**src/rtl/fxp_pkg.sv**
```systemverilog
// fxp_pkg: shared state type and sizing helpers for the fixed-point math blocks
package fxp_pkg;

    typedef enum logic [1:0] {IDLE, RUN, DONE} divState;

    function automatic int iterCount(input int wholeWidth, input int fractionWidth);
        return wholeWidth + 2 * fractionWidth;
    endfunction

    function automatic logic [63:0] satValue(input int width);
        return (width >= 64) ? '1 : (64'd1 << width) - 64'd1;
    endfunction

endpackage

```
**src/rtl/fxp_div_step.sv**
```systemverilog
// fxp_div_step: one combinational restoring-division iteration
module fxp_div_step #(
    parameter int width = 32
) (
    input  logic [width:0]   partialIn,
    input  logic             dividendBit,
    input  logic [width-1:0] divisor,
    output logic [width:0]   partialOut,
    output logic             quotientBit
);

    logic [width+1:0] shifted;
    logic [width+1:0] extDivisor;

    assign shifted     = {partialIn, dividendBit};
    assign extDivisor  = {2'b00, divisor};
    assign quotientBit = shifted >= extDivisor;
    // the restored remainder is always below the divisor, so the top bit is always zero
    assign partialOut  = (width+1)'(quotientBit ? shifted - extDivisor : shifted);

endmodule

```
**src/rtl/fxp_div.sv**
```systemverilog
// fxp_div: sequential restoring Q-format divider; FXP_DIV_REMAINDER_EN adds the remainder port
module fxp_div
    import fxp_pkg::*;
#(
    parameter int wholeWidth    = 16,
    parameter int fractionWidth = 16
) (
    input  logic                                clock,
    input  logic                                reset,
    input  logic                                calculate_en,
    input  logic [wholeWidth+fractionWidth-1:0] valueOne,
    input  logic [wholeWidth+fractionWidth-1:0] valueTwo,
    output logic [wholeWidth+fractionWidth-1:0] quotient,
`ifdef FXP_DIV_REMAINDER_EN
    output logic [wholeWidth+fractionWidth:0]   remainder,
`endif
    output logic                                busy,
    output logic                                done,
    output logic                                divByZero,
    output logic                                overflow
);

    localparam int TOTAL = wholeWidth + fractionWidth;
    localparam int ITER  = iterCount(wholeWidth, fractionWidth);
    localparam int CW    = $clog2(ITER);
    localparam logic [TOTAL-1:0] SAT = TOTAL'(satValue(TOTAL));

    divState           state, nextState;
    logic [TOTAL-1:0]  divisorReg;
    logic [ITER-1:0]   dividendReg;
    logic [TOTAL:0]    partialReg, nextPartial;
    logic [ITER-2:0]   quotReg;
    logic [ITER-1:0]   fullQuot;
    logic              quotBit;
    logic [CW-1:0]     count;
    logic              accept, lastStep, fullOverflow;

    assign accept       = state == IDLE && calculate_en;
    assign lastStep     = state == RUN && count == '0;
    // the oldest quotient bit is shifted out exactly when the last one arrives, so only ITER-1 are stored
    assign fullQuot     = {quotReg, quotBit};
    assign fullOverflow = |fullQuot[ITER-1:TOTAL];

    fxp_div_step #(.width(TOTAL)) step (
        .partialIn  (partialReg),
        .dividendBit(dividendReg[ITER-1]),
        .divisor    (divisorReg),
        .partialOut (nextPartial),
        .quotientBit(quotBit)
    );

    // state register
    always_ff @(posedge clock) begin
        state <= reset ? IDLE : nextState;
    end

    // next-state decode
    always_comb begin
        nextState = state;
        case (state)
            IDLE:    nextState = calculate_en ? ((valueTwo == '0) ? DONE : RUN) : IDLE;
            RUN:     nextState = (count == '0) ? DONE : RUN;
            DONE:    nextState = IDLE;
            default: nextState = IDLE;
        endcase
    end

    // datapath, iteration counter and registered outputs
    always_ff @(posedge clock) begin
        if (reset) begin
            divisorReg  <= '0;
            dividendReg <= '0;
            partialReg  <= '0;
            quotReg     <= '0;
            count       <= '0;
            quotient    <= '0;
            busy        <= 1'b0;
            done        <= 1'b0;
            divByZero   <= 1'b0;
            overflow    <= 1'b0;
`ifdef FXP_DIV_REMAINDER_EN
            remainder   <= '0;
`endif
        end else begin
            busy <= nextState == RUN;
            done <= nextState == DONE;
            if (accept) begin
                divisorReg  <= valueTwo;
                dividendReg <= {valueOne, {fractionWidth{1'b0}}};
                partialReg  <= '0;
                quotReg     <= '0;
                count       <= CW'(ITER - 1);
                if (valueTwo == '0) begin
                    quotient  <= SAT;
                    divByZero <= 1'b1;
                    overflow  <= 1'b0;
`ifdef FXP_DIV_REMAINDER_EN
                    remainder <= '0;
`endif
                end
            end else if (state == RUN) begin
                dividendReg <= {dividendReg[ITER-2:0], 1'b0};
                partialReg  <= nextPartial;
                quotReg     <= fullQuot[ITER-2:0];
                count       <= count - 1'b1;
                if (lastStep) begin
                    quotient  <= fullOverflow ? SAT : fullQuot[TOTAL-1:0];
                    overflow  <= fullOverflow;
                    divByZero <= 1'b0;
`ifdef FXP_DIV_REMAINDER_EN
                    remainder <= nextPartial;
`endif
                end
            end
        end
    end

endmodule

```
**config.mk**
```make
export PLATFORM = sky130hd
export DESIGN_NAME = fxp_div
export DESIGN_NICKNAME = d
export VERILOG_FILES = /design/src/rtl/fxp_pkg.sv /design/src/rtl/fxp_div_step.sv /design/src/rtl/fxp_div.sv
export SDC_FILE = /design/constraint.sdc
export NUM_CORES = 1
export LEC_CHECK = 0
export BUFFER_PORTS_ARGS = -buffer_cell sky130_fd_sc_hd__buf_2
export CORE_MARGIN = 5
export CORE_UTILIZATION = 26
export DETAILED_ROUTE_END_ITERATION = 10
export MAX_ROUTING_LAYER = met4
export SYNTH_ARGS = -nofsm -noshare
export SYNTH_HDL_FRONTEND = slang
export SYNTH_SLANG_ARGS = --single-unit
```
**constraint.sdc**
```tcl
create_clock -name clock -period 3.5 [get_ports clock]
set_input_delay 0.35 -clock clock [delete_from_list [all_inputs] [get_ports clock]]
set_output_delay 0.35 -clock clock [all_outputs]
set_load 0.05 [all_outputs]
```
# [Yosys cells after proc, flatten, opt, wreduce, memory -nomap -nowiden]
# Index checks and enable logic that the tools add are counted.
[op_classes] addsub=2 n_mul=0 div_mod_pow=0 magnitude_cmp=1 n_eq_ne=4 shift=0 n_mux=22 bitwise_logic=0 n_reduce_logical=10
[op_table] cell="32-bit two-way mux" n=5
[op_table] cell="48-bit two-way mux" n=2
[op_table] cell="34-bit by 32-bit greater-or-equal comparator with 1-bit output" n=1
[op_table] cell="33-bit two-way mux" n=1
[op_table] cell="33-bit by 32-bit subtractor with 33-bit output" n=1
[op_table] cell="32-bit zero test" n=1
[op_table] cell="16-bit OR reduction" n=1
[op_table] cell="6-bit two-way mux" n=2
[op_table] cell="1-bit two-way mux" n=8
[op_table] cell="6-bit zero test" n=1
[op_table] cell="2-bit two-way mux" n=3
[op_table] cell="6-bit by 1-bit subtractor with 6-bit output (second input constant)" n=1
[op_table] cell="2-bit by 1-bit == test with 1-bit output (second input constant)" n=2
[op_table] cell="2-bit case mux with 2 select lines" n=1
[op_table] cell="2-bit nonzero test" n=2
[op_table] cell="3-bit AND reduction" n=1
[op_table] cell="2-bit == test (second input constant)" n=1
[op_table] cell="1-bit logical AND" n=2
[op_table] cell="2-bit zero test" n=1
[op_table] cell="2-bit by 1-bit != test with 1-bit output (second input constant)" n=1
[op_table] cell="2-bit OR reduction" n=1
[totals] reg_bits=188 latchBits=0 ram_bits=0 rom_bits=0 in_bits=67 out_inout_bits=36 wordCells=51 mem_count=0

# [Depth between registers and ports, before layout]
[depth] depth_word=5 mapped_depth=14 ltp_nobuf=12

# [Hierarchy]
# A second synthesis with hierarchy kept.
[unflattened] hier_cells=1226 area_unflattened_um2=9342.7
[modules_own_cells] module="fxp_div" n_inst=1 cells_per_inst=880 area_each_um2=7151.9 seq_area_each_um2=3763.6
[modules_own_cells] module="fxp_div_step" n_inst=1 cells_per_inst=346 area_each_um2=2190.9 seq_area_each_um2=0.0

# [Least setup slack after synthesis]
# Ideal clock, no wire load.
[synth_timing] path_kind="reg-to-reg" start="register dividendReg[47]" end="register partialReg[10]" setup_time_ns=0.132 t_arrival_ns=2.573 required_ns=3.368 slack_ns=0.795 path_stages_with_launch=14 n_path_buf=1 period_less_slack_ns=2.705 cell_sequence="dfxtp_1 > inv_1 > ha_1 > inv_1 > fa_1 > a21o_1 > a221oi_2 > o31a_1 > o21ai_2 > a21oi_2 > nand2_2 > buf_4 > mux2i_1 > a21oi_1"
[synth_via] elab_chain_len=2 elab_cells_between_ends=3 classes_between="add/sub (1); order compare (1); mux (1)"
[synth_rtl] element="from (decl)" line_no="fxp_div.sv:30" text="logic [ITER-1:0] dividendReg;"
[synth_rtl] element="from (signal assigned)" line_no="fxp_div.sv:89" text="dividendReg <= {valueOne, {fractionWidth{1'b0}}};"
[synth_rtl] element="from (signal assigned)" line_no="fxp_div.sv:102" text="dividendReg <= {dividendReg[ITER-2:0], 1'b0};"
[synth_rtl] element="33-bit by 32-bit subtractor with 33-bit output or 34-bit by 32-bit greater-or-equal comparator with 1-bit output (tied branches)" line_no="fxp_div_step.sv:19, fxp_div_step.sv:17"
[synth_rtl] element="33-bit two-way mux *" line_no="fxp_div_step.sv:19" text="assign partialOut = (width+1)'(quotientBit ? shifted - extDivisor : shifted);"
[synth_rtl] element="to (signal assigned)" line_no="fxp_div.sv:103" text="partialReg <= nextPartial;"
[synth_rtl] element="to (decl)" line_no="fxp_div.sv:31" text="logic [TOTAL:0] partialReg, nextPartial;"
# Every way passes the cells marked *; elsewhere a longest branch is shown, timed or not.
# A chain may end at the register's enable or synchronous reset.

# [Worst setup path after layout]
[layout_timing] start="register dividendReg[47]" end="register partialReg[24]"
# The elaborated chain is that of the path after synthesis.

==> run_summary.xml <==
<?xml version="1.0" encoding="UTF-8"?>
<metrics>
  <group name="worst_setup_path">
    <metric name="worstReg2RegEnd" unit="">partialReg[24]$_SDFFE_PP0P_</metric>
    <metric name="arrival" unit="ps">3460</metric>
    <metric name="setup.worst_path.class" unit="">flop to flop</metric>
    <metric name="worst-r2r-cell-count" unit="">13</metric>
    <metric name="ff2ff_setup_slack" unit="ps">390</metric>
    <metric name="crit_path_max_fanout" unit="">13</metric>
    <metric name="worst-endpoint-required" unit="ps">3850</metric>
    <metric name="crit_path_start_kind" unit="">flop</metric>
    <metric name="end_kind" unit="">flop</metric>
    <metric name="r2r_start" unit="">dividendReg[47]$_SDFFE_PP0P_</metric>
  </group>
  <group name="place">
    <metric name="io_buffer_count" unit="">102</metric>
    <metric name="place_congestion" unit="">0.8898</metric>
    <metric name="placed_cells_incl_taps" unit="">1780</metric>
    <metric name="pre_cts_ws" unit="ps">426.1</metric>
    <metric name="hpwl" unit="um">17490</metric>
  </group>
  <group name="grt">
    <metric name="first_global_vias" unit="">8142</metric>
    <metric name="global_route.overflow_total" unit="">0</metric>
    <metric name="grt_max_degree" unit="">112</metric>
    <metric name="grt_use_total" unit="%">12.72</metric>
    <metric name="grt_first_pass_wirelength" unit="um">40570</metric>
    <metric name="antenna_violations_before_repair" unit="">1</metric>
  </group>
  <group name="timing">
    <metric name="fin_worst_skew" unit="ps">11.33</metric>
    <metric name="rsz_0062_raised_after_global_routing" unit="">no</metric>
    <metric name="min_period" unit="ps">3115</metric>
    <metric name="worst_slack" unit="ps">385.5</metric>
    <metric name="hold_ws" unit="ps">161.9</metric>
    <metric name="max-slew-margin-rel" unit="%">29.11</metric>
    <metric name="worst_slew_pin_slew" unit="ps">1063</metric>
    <metric name="timing.final.hold_violations" unit="">0</metric>
    <metric name="final.setup.tns" unit="ps">0</metric>
    <metric name="layout_worst_path_cycle_share" unit="%">88.99</metric>
    <metric name="setup_viol" unit="">0</metric>
    <metric name="report.final.slew_viol_count" unit="">0</metric>
    <metric name="timing.fmax" unit="MHz">321.1</metric>
  </group>
  <group name="floorplanning">
    <metric name="io_pins" unit="">103</metric>
    <metric name="initial_cell_density_of_the_core" unit="%">26.30</metric>
    <metric name="core.rowCount" unit="">69</metric>
    <metric name="core" unit="mm2">0.03548</metric>
    <metric name="floorplan_die_area" unit="mm2">0.03978</metric>
    <metric name="die-height" unit="um">199.4</metric>
    <metric name="die_w" unit="um">199.4</metric>
  </group>
  <group name="route">
    <metric name="drt-pass1-iter-count" unit="">5</metric>
    <metric name="drt-total-wl" unit="um">24540</metric>
    <metric name="vias" unit="">8528</metric>
    <metric name="route.detailed.drc" unit="">0</metric>
    <metric name="route.detailed.vias_per_inst" unit="">4.706</metric>
    <metric name="initialDrtViolationCount" unit="">459</metric>
    <metric name="wl_per_cell" unit="um">13.55</metric>
    <metric name="drtAntennaViolNets" unit="">0</metric>
  </group>
  <group name="yosys">
    <metric name="ys_warn_count" unit="">0</metric>
    <metric name="synth_area" unit="mm2">0.009331</metric>
    <metric name="avgSynthCellArea" unit="um2">7.267</metric>
    <metric name="synthesis.instances" unit="">1284</metric>
    <metric name="synth_flop_type" unit="">sky130_fd_sc_hd__dfxtp_1</metric>
    <metric name="synth_fp_nets" unit="">1386</metric>
    <metric name="synth_seq_area_share" unit="%">40.33</metric>
    <metric name="synth_unique_cells" unit="">56</metric>
    <metric name="synth-edff-count" unit="">0</metric>
    <metric name="postSynth.asyncResetShare" unit="%">0</metric>
    <metric name="synth_seq_cells" unit="">188</metric>
  </group>
  <group name="cts">
    <metric name="tritoncts.num_buffers" unit="">17</metric>
    <metric name="post_cts_resize_count" unit="">0</metric>
    <metric name="clock_tree.htree_level_count" unit="">4</metric>
    <metric name="cts.sink_count" unit="">188</metric>
    <metric name="clk-insertion-delay-late" unit="ps">440</metric>
    <metric name="cts_hold_buf" unit="">0</metric>
    <metric name="max-clock-path-buffers" unit="">2</metric>
    <metric name="worst_setup_hold_path_clk_slew" unit="ps">70</metric>
    <metric name="root_buffer" unit="">sky130_fd_sc_hd__clkbuf_16</metric>
    <metric name="cts_post_setup_buffers_inserted" unit="">0</metric>
    <metric name="clock_tree_from_tritoncts" unit="">built</metric>
  </group>
  <group name="finish">
    <metric name="layoutNonFillerInstCount" unit="">1812</metric>
    <metric name="finish.net_count" unit="">1440</metric>
    <metric name="fillers" unit="">3827</metric>
    <metric name="drive_gt1_share" unit="%">12.07</metric>
    <metric name="syn_to_final_growth" unit="%">15.81</metric>
  </group>
  <group name="pwr">
    <metric name="overall_power_after_layout" unit="W">0.006277</metric>
    <metric name="p_leak" unit="nW">4.434</metric>
    <metric name="irDropWorstVdd" unit="uV">352.7</metric>
    <metric name="power_per_cell_area" unit="mW/mm2">580.8</metric>
  </group>
  <group name="min_path">
    <metric name="min-delay-path-class" unit="">primary input to flop</metric>
    <metric name="worstHoldPathCells" unit="">3</metric>
    <metric name="timing.hold.worst.start" unit="">valueTwo[2]</metric>
    <metric name="worstHoldEndpoint" unit="">divisorReg[2]$_SDFFE_PP0P_</metric>
  </group>
  <group name="job">
    <metric name="max_cap_violations" unit="">0</metric>
  </group>
  <group name="run_status">
    <metric name="status" unit="">completed</metric>
  </group>
</metrics>
## stage by stage
| stage | utilization, % | area (um2) |
|---|---|---|
| floorplan | - | 9331 |
| finish | 30.46 | 10810 |
| global route | 30.46 | 10810 |
| detailed placement | 28.81 | 10220 |
| global placement | 28.81 | 10220 |
| CTS | 30.45 | 10800 |
## layer usage
layer  global-route usage [%]  up-vias  wire (um)  part of all wire [%]
li1                         -     4447          -                     -
met5                        -        -          0                     0
met2                    19.48      164      10670                    43
met4                    3.270        0        365                   1.5
met3                    3.035       29       1161                   4.7
met1                    16.98     3888      12340                    50
## critical path: stages, from the launching register on
cell,delay (ps)
sky130_fd_sc_hd__dfxtp_1,320
sky130_fd_sc_hd__inv_1,50
sky130_fd_sc_hd__ha_1,150
sky130_fd_sc_hd__inv_1,50
sky130_fd_sc_hd__fa_1,400
sky130_fd_sc_hd__a21o_1,220
sky130_fd_sc_hd__a221oi_2,370
sky130_fd_sc_hd__o31a_1,300
sky130_fd_sc_hd__o21ai_2,110
sky130_fd_sc_hd__a21oi_2,200
sky130_fd_sc_hd__and2_1,290
sky130_fd_sc_hd__buf_4,270
sky130_fd_sc_hd__nor2_1,60
sky130_fd_sc_hd__a211oi_1,220
## synthesized netlist by cell type, types with 12 or more instances
master | number | share of area (%)
sky130_fd_sc_hd__a211oi_1 | 12 | 0.97
sky130_fd_sc_hd__a21o_1 | 12 | 0.97
sky130_fd_sc_hd__a21oi_1 | 173 | 9.3
sky130_fd_sc_hd__buf_1 | 17 | 0.68
sky130_fd_sc_hd__clkbuf_1 | 54 | 2.2
sky130_fd_sc_hd__dfxtp_1 | 188 | 40
sky130_fd_sc_hd__ha_1 | 34 | 4.6
sky130_fd_sc_hd__inv_1 | 71 | 2.9
sky130_fd_sc_hd__mux2i_1 | 17 | 1.8
sky130_fd_sc_hd__nand2_1 | 202 | 8.1
sky130_fd_sc_hd__nand3_1 | 21 | 1.1
sky130_fd_sc_hd__nand4_1 | 13 | 0.87
sky130_fd_sc_hd__nor2_1 | 198 | 8.0
sky130_fd_sc_hd__nor3_1 | 71 | 3.8
sky130_fd_sc_hd__nor4_1 | 19 | 1.3
sky130_fd_sc_hd__o21ai_0 | 57 | 3.1
sky130_fd_sc_hd__xnor2_1 | 17 | 1.6
sky130_fd_sc_hd__xor2_1 | 12 | 1.1
## final cells by class
type | count | area [um2] | area share (%)
inverters | 71 | 266.5 | 2.466
clock inverters | 14 | 157.7 | 1.459
well taps | 461 | 576.8 | 5.338
multi-input cells | 942 | 4981 | 46.09
repair buffers | 118 | 633.1 | 5.859
clock buffers | 17 | 425.4 | 3.937
diodes | 1 | 2.502 | 0.02316
flip-flops and latches | 188 | 3764 | 34.83
## how the worst max path moves through the flow
| stage | startpoint | cells past startpoint | end | slack [ps] |
|---|---|---|---|---|
| after floorplan | dividendReg[47]$_SDFFE_PP0P_ | 13 | partialReg[10]$_SDFFE_PP0P_ | 790 |
| after CTS | dividendReg[47]$_SDFFE_PP0P_ | 13 | partialReg[24]$_SDFFE_PP0P_ | 400 |
| final | dividendReg[47]$_SDFFE_PP0P_ | 13 | partialReg[24]$_SDFFE_PP0P_ | 390 |
| after global routing | dividendReg[47]$_SDFFE_PP0P_ | 13 | partialReg[24]$_SDFFE_PP0P_ | 90 |
| after detailed placement | dividendReg[47]$_SDFFE_PP0P_ | 13 | partialReg[24]$_SDFFE_PP0P_ | 430 |
| after global placement | dividendReg[47]$_SDFFE_PP0P_ | 13 | partialReg[29]$_SDFFE_PP0P_ | 540 |
## cells by family (layout without fill, tap and decap cells)
family	after synthesis	after routing	share of synthesized area (%)
other	0	1	0
and+or+nand+nor	560	560	25.69
AOI/OAI and AO/OA	301	301	18.18
xor gates and xnor gates	29	29	2.722
muxes	17	17	1.824
adders and majority gates	35	35	4.773
buffers and inverters	154	220	6.476
DFF	188	188	40.33
## placed cells by master (no fill, tap or decap), drive strengths merged, types with 17 or more instances in the layout
master  synthesis  final
xnor2          17     17
a21oi         174    174
clkbuf         54     17
mux2i          17     17
ha             34     34
dfxtp         188    188
nor3           71     71
inv            71     77
o21ai          60     60
nor4           19     19
nand2         203    203
buf            29    118
nor2          198    198
nand3          21     21
## registers in the layout, indices dropped and copies added (netlist names)
| signal | count |
|---|---|
| quotReg | 47 |
| partialReg | 33 |
| dividendReg | 32 |
| divisorReg | 32 |
| quotient | 32 |
| count | 6 |
| state | 2 |
| busy | 1 |
| divByZero | 1 |
| done | 1 |
| overflow | 1 |
## where the power goes
part	switching, W	internal, W	leakage (nW)
Sequential	0.0000876	0.00228	1.53
Combinational	0.00125	0.000738	2.62
Clock	0.000912	0.00101	0.277
Total	0.00225	0.00403	4.43
No activity file was read; power rests on OpenSTA's default activity.
